===== src/rtl/slow_dac_ramp_if.sv =====
// Bundle between the setpoint source and the slow-DAC ramp: targets and slew
// controls go in, ramped channel values and sweep status come back.
interface slow_dac_ramp_if #(
    parameter int NCH  = 16,
    parameter int DIVW = 16
);
    logic signed [15:0] target [0:NCH-1];
    logic [14:0]        step;
    logic [DIVW-1:0]    div;
    logic               hold;

    logic signed [15:0] sout0,  sout1,  sout2,  sout3;
    logic signed [15:0] sout4,  sout5,  sout6,  sout7;
    logic signed [15:0] sout8,  sout9,  sout10, sout11;
    logic signed [15:0] sout12, sout13, sout14, sout15;
    logic               busy;
    logic               settled;

    modport master (
        output target, step, div, hold,
        input  sout0, sout1, sout2, sout3, sout4, sout5, sout6, sout7,
        input  sout8, sout9, sout10, sout11, sout12, sout13, sout14, sout15,
        input  busy, settled
    );

    modport slave (
        input  target, step, div, hold,
        output sout0, sout1, sout2, sout3, sout4, sout5, sout6, sout7,
        output sout8, sout9, sout10, sout11, sout12, sout13, sout14, sout15,
        output busy, settled
    );
endinterface


===== src/rtl/slow_dac_ramp.sv =====
// Slew limiter for sixteen slow-DAC setpoints: on every divider tick one sweep
// walks all channels through a single shared step/compare datapath.
module slow_dac_ramp #(
    parameter int NCH  = 16,
    parameter int DIVW = 16
) (
    input  logic           clk,
    input  logic           rst,
    slow_dac_ramp_if.slave bus
);
    localparam int IDXW = $clog2(NCH);

    typedef enum logic {
        S_IDLE  = 1'b0,
        S_SWEEP = 1'b1
    } state_t;

    state_t              r_state;
    state_t              w_state_next;
    logic [IDXW-1:0]     r_idx;
    logic [IDXW-1:0]     w_idx_next;
    logic                w_proc;

    logic [DIVW-1:0]     r_cnt;
    logic [DIVW-1:0]     w_pm1;
    logic                w_tick;

    logic signed [15:0]  r_sout [0:NCH-1];
    logic [NCH-1:0]      r_at_target;
    logic                r_settled;

    logic signed [15:0]  w_tgt;
    logic signed [15:0]  w_cur;
    logic signed [16:0]  w_diff;
    logic [16:0]         w_abs;
    logic signed [15:0]  w_new;

    // Period is clamped to at least 16 so a sweep always fits inside one tick.
    assign w_pm1  = (bus.div < DIVW'(15)) ? DIVW'(15) : bus.div;
    assign w_tick = (r_cnt == w_pm1);

    // A shrinking div can leave cnt beyond the new end; it then wraps silently.
    always_ff @(posedge clk or posedge rst) begin
        if (rst) begin
            r_cnt <= '0;
        end else if (r_cnt >= w_pm1) begin
            r_cnt <= '0;
        end else begin
            r_cnt <= r_cnt + 1'b1;
        end
    end

    always_ff @(posedge clk or posedge rst) begin
        if (rst) begin
            r_state <= S_IDLE;
            r_idx   <= '0;
        end else begin
            r_state <= w_state_next;
            r_idx   <= w_idx_next;
        end
    end

    always_comb begin
        w_state_next = r_state;
        w_idx_next   = r_idx;
        w_proc       = 1'b0;
        case (r_state)
            S_IDLE: begin
                if (w_tick && !bus.hold) begin
                    w_state_next = S_SWEEP;
                    w_idx_next   = '0;
                end
            end
            S_SWEEP: begin
                w_proc     = 1'b1;
                w_idx_next = r_idx + 1'b1;
                // With the minimum period the next tick coincides with the last channel.
                if (r_idx == IDXW'(NCH - 1)) begin
                    if (w_tick && !bus.hold) begin
                        w_state_next = S_SWEEP;
                    end else begin
                        w_state_next = S_IDLE;
                    end
                end
            end
            default: begin
                w_state_next = S_IDLE;
                w_idx_next   = '0;
            end
        endcase
    end

    assign w_tgt  = bus.target[r_idx];
    assign w_cur  = r_sout[r_idx];
    assign w_diff = $signed({w_tgt[15], w_tgt}) - $signed({w_cur[15], w_cur});
    assign w_abs  = w_diff[16] ? 17'(-w_diff) : 17'(w_diff);

    // The stepped result always lands between cur and target, so 16-bit wrap math is exact.
    always_comb begin
        w_new = w_tgt;
        if ((bus.step != 15'd0) && (w_abs > {2'b00, bus.step})) begin
            if (w_diff[16]) begin
                w_new = w_cur - $signed({1'b0, bus.step});
            end else begin
                w_new = w_cur + $signed({1'b0, bus.step});
            end
        end
    end

    always_ff @(posedge clk or posedge rst) begin
        if (rst) begin
            for (int i = 0; i < NCH; i++) begin
                r_sout[i] <= '0;
            end
            r_at_target <= '0;
            r_settled   <= 1'b0;
        end else begin
            if (w_proc) begin
                r_sout[r_idx]      <= w_new;
                r_at_target[r_idx] <= (w_new == w_tgt);
            end
            r_settled <= &r_at_target;
        end
    end

    assign bus.busy    = (r_state == S_SWEEP);
    assign bus.settled = r_settled;

    assign bus.sout0  = r_sout[0];
    assign bus.sout1  = r_sout[1];
    assign bus.sout2  = r_sout[2];
    assign bus.sout3  = r_sout[3];
    assign bus.sout4  = r_sout[4];
    assign bus.sout5  = r_sout[5];
    assign bus.sout6  = r_sout[6];
    assign bus.sout7  = r_sout[7];
    assign bus.sout8  = r_sout[8];
    assign bus.sout9  = r_sout[9];
    assign bus.sout10 = r_sout[10];
    assign bus.sout11 = r_sout[11];
    assign bus.sout12 = r_sout[12];
    assign bus.sout13 = r_sout[13];
    assign bus.sout14 = r_sout[14];
    assign bus.sout15 = r_sout[15];
endmodule


===== src/flat_wrapper.sv =====
// flat-port wrapper written by rule: the top's interface ports become plain ports
module slow_dac_ramp_flat 
#(
    parameter int NCH  = 16,
    parameter int DIVW = 16
)
  (clk, rst, bus_target, bus_step, bus_div, bus_hold, bus_sout0, bus_sout1, bus_sout2, bus_sout3, bus_sout4, bus_sout5, bus_sout6, bus_sout7, bus_sout8, bus_sout9, bus_sout10, bus_sout11, bus_sout12, bus_sout13, bus_sout14, bus_sout15, bus_busy, bus_settled);
  slow_dac_ramp_if #(.NCH(NCH), .DIVW(DIVW)) bus_i ();
  input  logic clk;
  input  logic rst;
  input wire logic [$bits(bus_i.target)-1:0] bus_target;
  input wire logic [$bits(bus_i.step)-1:0] bus_step;
  input wire logic [$bits(bus_i.div)-1:0] bus_div;
  input wire logic [$bits(bus_i.hold)-1:0] bus_hold;
  output wire logic [$bits(bus_i.sout0)-1:0] bus_sout0;
  output wire logic [$bits(bus_i.sout1)-1:0] bus_sout1;
  output wire logic [$bits(bus_i.sout2)-1:0] bus_sout2;
  output wire logic [$bits(bus_i.sout3)-1:0] bus_sout3;
  output wire logic [$bits(bus_i.sout4)-1:0] bus_sout4;
  output wire logic [$bits(bus_i.sout5)-1:0] bus_sout5;
  output wire logic [$bits(bus_i.sout6)-1:0] bus_sout6;
  output wire logic [$bits(bus_i.sout7)-1:0] bus_sout7;
  output wire logic [$bits(bus_i.sout8)-1:0] bus_sout8;
  output wire logic [$bits(bus_i.sout9)-1:0] bus_sout9;
  output wire logic [$bits(bus_i.sout10)-1:0] bus_sout10;
  output wire logic [$bits(bus_i.sout11)-1:0] bus_sout11;
  output wire logic [$bits(bus_i.sout12)-1:0] bus_sout12;
  output wire logic [$bits(bus_i.sout13)-1:0] bus_sout13;
  output wire logic [$bits(bus_i.sout14)-1:0] bus_sout14;
  output wire logic [$bits(bus_i.sout15)-1:0] bus_sout15;
  output wire logic [$bits(bus_i.busy)-1:0] bus_busy;
  output wire logic [$bits(bus_i.settled)-1:0] bus_settled;
  assign bus_i.target = {>>{bus_target}};
  assign bus_i.step = bus_step;
  assign bus_i.div = bus_div;
  assign bus_i.hold = bus_hold;
  assign bus_sout0 = bus_i.sout0;
  assign bus_sout1 = bus_i.sout1;
  assign bus_sout2 = bus_i.sout2;
  assign bus_sout3 = bus_i.sout3;
  assign bus_sout4 = bus_i.sout4;
  assign bus_sout5 = bus_i.sout5;
  assign bus_sout6 = bus_i.sout6;
  assign bus_sout7 = bus_i.sout7;
  assign bus_sout8 = bus_i.sout8;
  assign bus_sout9 = bus_i.sout9;
  assign bus_sout10 = bus_i.sout10;
  assign bus_sout11 = bus_i.sout11;
  assign bus_sout12 = bus_i.sout12;
  assign bus_sout13 = bus_i.sout13;
  assign bus_sout14 = bus_i.sout14;
  assign bus_sout15 = bus_i.sout15;
  assign bus_busy = bus_i.busy;
  assign bus_settled = bus_i.settled;
  slow_dac_ramp #(.NCH(NCH), .DIVW(DIVW)) u_core (.clk(clk), .rst(rst), .bus(bus_i));
endmodule

===== config.mk =====
export PLATFORM = sky130hd
export DESIGN_NAME = slow_dac_ramp_flat
export DESIGN_NICKNAME = d
export VERILOG_FILES = /design/src/rtl/slow_dac_ramp_if.sv /design/src/rtl/slow_dac_ramp.sv /design/src/flat_wrapper.sv
export SDC_FILE = /design/constraint.sdc
export NUM_CORES = 1
export LEC_CHECK = 0
export ABC_CLOCK_PERIOD_IN_PS = 10400
export BUFFER_PORTS_ARGS = -buffer_cell sky130_fd_sc_hd__clkbuf_2
export CAP_MARGIN = 20
export CORE_AREA = 4 4 209 211
export DETAILED_ROUTE_END_ITERATION = 16
export DIE_AREA = 0 0 213 215
export GPL_ROUTABILITY_DRIVEN = 1
export PLACE_DENSITY = 0.72
export RECOVER_POWER = 50
export SYNTH_ARGS = -nofsm -noshare
export SYNTH_HDL_FRONTEND = slang
export SYNTH_SLANG_ARGS = --single-unit

===== constraint.sdc =====
create_clock -name clk -period 10.4 [get_ports clk]
set_clock_uncertainty 0.05 [all_clocks]
set_input_delay 1.04 -clock clk [delete_from_list [all_inputs] [get_ports clk]]
set_output_delay 1.04 -clock clk [all_outputs]
set_load 0.03 [all_outputs]

Word level (Yosys, flattened, before mapping):

Index checks and enable logic that the tools add are counted.

* flip-flop bits (word level): 294
* input port bits: 290
* output and inout port bits: 258
* word-level logic and storage cells: 70

* add/subtract/negate cells: 6
* order comparisons: 7
* equality and inequality tests: 4
* mux-type cells: 23
* bitwise operators: 2
* reduce and logical (&&, ||, !) cells: 7

Operators with widths (count)
* $bwmux W256: 1
* $mux W16: 9
* $bmux W16 S4: 2
* $demux W16 S4: 1
* $eq A16 B16 Y1: 2
* $gt A17 B15 Y1: 1
* $mux W17: 1
* $neg A17 Y17: 1
* $sub A16 B16 Y17: 1
* $add A16 B1 Y16 const B: 1
* $add A16 B16 Y16: 1
* $bwmux W16: 1
* $ge A16 B16 Y1: 1
* $lt A16 B4 Y1 const B: 1
* $reduce_and A16 Y1: 1
* $sub A16 B16 Y16: 1
* $reduce_bool A15 Y1: 1
* $pmux W4 S2: 1
* $ge A5 B5 Y1 const B: 1
* $lt A4 B5 Y1 const B: 1
* $lt A5 B1 Y1 const B: 1
* $not A4 Y5: 1
* $add A4 B1 Y4 const B: 1
* $demux W1 S4: 1
* 9 further kinds: 15

Longest topological paths before layout:

* depth after elaboration: 12
* depth in mapped cells: 34

Worst setup path after synthesis:

OpenSTA, ideal clock, no wires.

* path type: reg-to-reg
* start point: register u_core.r_idx[0]
* end point: register u_core.r_sout (netlist bit u_core.bus.sout10[0])
* setup time: 0.137 ns
* arrival: 7.876 ns
* data required time: 10.213 ns
* slack: 2.337 ns
* cell stages (with the launch flop): 33
* clock period less this slack: 8.063 ns
* path through: dfrtp_1 -> buf_4 -> buf_4 -> buf_6 -> buf_2 -> buf_2 -> buf_1 -> mux4_2 -> mux4_2 -> inv_1 -> ha_1 -> buf_2 -> a21oi_1 -> o21ai_1 -> and2_1 -> or3_1 -> a31oi_1 -> clkbuf_1 -> clkbuf_1 -> nand2_1 -> xnor2_1 -> ha_1 -> a21o_1 -> a21o_1 -> a21oi_1 -> o21ai_0 -> or4_1 -> o21ai_0 -> o311a_1 -> a21o_1 -> mux2i_2 -> buf_2 -> a21oi_1

* cells in the longest elaborated chain, start to end: 11
* elaborated cells on any way between the ends: 22

RTL lines
* start: declaration: line slow_dac_ramp.sv:20 `logic [IDXW-1:0] r_idx;`
* start signal: assignment: line slow_dac_ramp.sv:59 `r_idx <= w_idx_next;`
* $not A4 Y5 (implied by the code) *: line slow_dac_ramp.sv:93, slow_dac_ramp.sv:94, slow_dac_ramp.sv:119
* $bmux W16 S4, on equally long branches: line slow_dac_ramp.sv:93, slow_dac_ramp.sv:94
* $mux W16, on equally long branches (2 in series): line slow_dac_ramp.sv:93, slow_dac_ramp.sv:94
* $sub A16 B16 Y17: line slow_dac_ramp.sv:95 `assign w_diff = $signed({w_tgt[15], w_tgt}) - $signed({w_cur[15], w_cur});`
* $neg A17 Y17: line slow_dac_ramp.sv:96 `assign w_abs = w_diff[16] ? 17'(-w_diff) : 17'(w_diff);`
* $mux W17: line slow_dac_ramp.sv:96
* $gt A17 B15 Y1: line slow_dac_ramp.sv:101 `if ((bus.step != 15'd0) && (w_abs > {2'b00, bus.step})) begin`
* $logic_and A1 B1 Y1: line slow_dac_ramp.sv:101
* $mux W16: line slow_dac_ramp.sv:101
* $bwmux W256 *: line slow_dac_ramp.sv:119 `r_sout[r_idx] <= w_new;`
* end signal: indexed assignment: line slow_dac_ramp.sv:119
* end: declaration: line slow_dac_ramp.sv:28 `logic signed [15:0] r_sout [0:NCH-1];`

Mark *: on every way between the ends. The rest lies on a longest branch, timed or not. The select of a mux whose other input is x is not followed.
A chain may end at the register's enable or synchronous reset.

Worst setup path in the final report:

* start point: register u_core.r_idx[1]
* end point: register u_core.r_sout (netlist bit u_core.bus.sout0[14])

The elaborated chain is that of the path after synthesis.

==> out/qor.csv <==
stage;metric;value;unit
run_status;outcome;finished with violations;
run_status;violations;capacitance limit, slew limit;
placed_design;port_buffers;547;
final_layout;nNetsFinal;2588;
critical_path;start_kind;register;
floorplanning;die_h;215;µm
power;power_leakage;0.00867;µW
detailed_routing;drt_wl_total;71200;µm
synth;ys_async_sr_fraction;100;%
power;peakVddDrop;0.000135;V
floorplanning;core_area;41800;µm²
worst_hold_path;hold_path.class;register to register;
detailed_routing;drtPass1Iterations;5;
clocking;tritoncts;done;
synth;yosysSeqAreaShare;39.8;%
global_routing;grt_pass1_vias;16400;
critical_path;cp_max_fo;46;
detailed_routing;wl_per_cell;25.5;µm
clocking;ctsHoldBuffers;0;
synth;synth.distinct_cells;68;
timing;tightest_slew;4.30;ns
global_routing;antenna_found_initial;4;
global_routing;grt_overflow;0;
timing;max_slew_margin;-187;%
synth;synthFlopType;dfrtp_1;
final_layout;area_delta_synth_final;20.2;%
synth;synth_area;18500;µm²
clocking;clk_latency;0.55;ns
critical_path;end_kind;register;
detailed_routing;ant_nets;0;
final_layout;fin_util;53.2;%
synth;avgSynthCellArea;10.5;µm²
detailed_routing;vias;16600;
floorplanning;ios;548;
detailed_routing;via_per_inst;5.95;
floorplanning;fp.dieArea;45800;µm²
clocking;htree_num_levels;1;
clocking;post_cts_buffers;0;
floorplanning;num_rows;75;
critical_path;crit_start;u_core.r_idx[1];
clocking;numCtsBuffers;29;
global_routing;grt_start_max_net_pins;152;
placed_design;dpl.hpwl;55800;µm
critical_path;reg2reg_depth;23;
timing;timing.final.crit_share;84.6;%
floorplanning;die_width;213;µm
synth;ys_ff_latch;294;
critical_path;r2r-start;u_core.r_idx[1];
final_layout;layout-drive-gt1-share;28.1;%
critical_path;reg2reg_to;u_core.bus.sout0[14];
critical_path;r2r_setup_slack;1.60;ns
synth;ys_warn_count;0;
clocking;cts_sinks;294;
critical_path;endpoint;u_core.bus.sout0[14];
synth;netlist_instances;1755;
global_routing;grt_pass1_wl;105000;µm
clocking;max-clock-path-buffers;3;
critical_path;critPathRequiredTime;10.73;ns
power;p_total;3080;µW
timing;final-hold-violation-count;0;
clocking;cts_root_buffer;clkbuf_16;
detailed_routing;first_iter_violations;1248;
clocking;path_clk_slew;0.07;ns
timing;finalSetupViolations;0;
power;p_per_area;139;nW/µm²
synth;synth_fp_nets;2116;
timing;rsz0062_at_grt;false;
timing;finalCriticalPeriod;8.80;ns
critical_path;critPathArrivalTime;9.13;ns
run;drv_cap;2;
detailed_routing;drc;0;
critical_path;crit_type;register to register;
placed_design;place_congestion;0.977;
global_routing;track_usage;30.1;%
timing;slew_viol_final;146;
final_layout;diodes;0;
clocking;cts_resized;0;
timing;max_freq;114;MHz
synth;synth_edf_count;0;
floorplanning;start_util;44.2;%
timing;finalSetupTns;0;ns
worst min-delay path by stage:
| stage | start | slack, ns | cells after the start | to |
|---|---|---|---|---|
| final | u_core.r_cnt[0] | 0.47 | 1 | u_core.r_cnt[0] |
| after global routing | u_core.r_cnt[0] | 0.49 | 1 | u_core.r_cnt[0] |
| after CTS | u_core.r_cnt[0] | 0.48 | 1 | u_core.r_cnt[0] |
| after detailed placement | u_core.r_cnt[0] | 0.47 | 1 | u_core.r_cnt[0] |
| after global placement | u_core.r_at_target[4] | 0.46 | 2 | u_core.r_at_target[4] |
| after floorplan | u_core.r_cnt[0] | 0.42 | 1 | u_core.r_cnt[0] |
layout make-up:
type                            count  area, µm²
Clock buffer                       36        762
Clock inverter                     16        144
Fill cell                        3839      19600
Inverter                           59        223
Multi-Input combinational cell   1269      10300
Sequential cell                   294       7370
Tap cell                          539        674
Timing Repair Buffer              574       2730
metrics by stage:
stage	hold WS [ns]	cells	area, µm²	setup WS [ns]
floorplan	0.424	1755	18500	1.19
global placement	0.462	2730	21500	2.02
CTS	0.478	2783	22500	1.81
detailed placement	0.467	2731	21600	1.84
global route	0.485	2787	22200	1.25
finish	0.470	2787	22200	1.60
worst max-delay path: stages, from the launching register on:
cell	delay, ns
dfrtp_4	0.84
buf_4	0.62
mux4_2	0.40
mux4_2	0.58
ha_1	0.50
a21oi_1	0.20
o21ai_1	0.19
and2_1	0.23
or3_1	0.33
a31oi_2	0.70
buf_4	0.34
nor2_1	0.07
xnor2_1	0.22
ha_1	0.34
nor2b_1	0.18
o31a_1	0.30
o21ba_2	0.27
a31oi_1	0.37
a21oi_1	0.19
or2_2	0.34
a21oi_1	0.18
xnor2_1	0.09
mux2i_2	0.82
a21oi_1	0.20
report_power, final:
group / total [µW] / switching [µW] / internal [µW] / leakage [µW]
sequential: 1240 / 50.9 / 1190 / 0.00277
combinational: 823 / 531 / 292 / 0.00546
clock: 1020 / 445 / 570 / 0.000446
total: 3080 / 1030 / 2050 / 0.00867
synthesized netlist by cell type (all sizes together) (5+ instances only):
cell      n  area share, %
or2       5           0.17
inv      59            1.2
a31oi    11           0.37
clkbuf   71            1.4
ha       69            4.7
and3     22           0.75
nand2    44           0.89
nor2b    20           0.68
nor4      6           0.20
xnor2    50            2.4
a22oi    15           0.61
mux4    150             18
nor2    322            6.5
a21oi   308            9.8
xor2     23            1.1
nand3    22           0.60
mux2i    21            1.4
buf      62            1.9
a211oi    7           0.28
nand4    15           0.51
and2     13           0.44
nor3     17           0.46
a21o     18           0.73
dfrtp   294             40
o21a     11           0.45
or3       6           0.20
o21ai    29           0.81
per-layer routing:
metal / vias up / GRT usage [%] / part of all wire (%)
met3: 123 / 7.23 / 9.4
met1: 8291 / 40.8 / 40
met5: - / 0 / 0.018
met4: 2 / 8.95 / 3.8
met2: 856 / 48.3 / 47
li1: 7298 / - / -
layout by cell type (no fill, tap or decap), types with 27 or more instances in the layout:
| master | instances |
|---|---|
| nor2_1 | 322 |
| clkbuf_2 | 295 |
| dfrtp_1 | 290 |
| clkbuf_1 | 259 |
| a21oi_1 | 238 |
| mux4_2 | 150 |
| a21oi_2 | 69 |
| ha_1 | 69 |
| inv_1 | 58 |
| xnor2_1 | 50 |
| nand2_1 | 44 |
| clkbuf_16 | 29 |
| o21ai_0 | 27 |
cells by family after synthesis:
family | after synthesis | share of synthesized area [%]
compound gates | 439 | 15.0
xor+xnor | 74 | 3.59
fa+ha+maj | 71 | 4.89
buf+inv | 192 | 4.55
flops | 294 | 39.8
mux | 174 | 19.9
simple gates | 511 | 12.3
(Power assumes the default switching activity.)
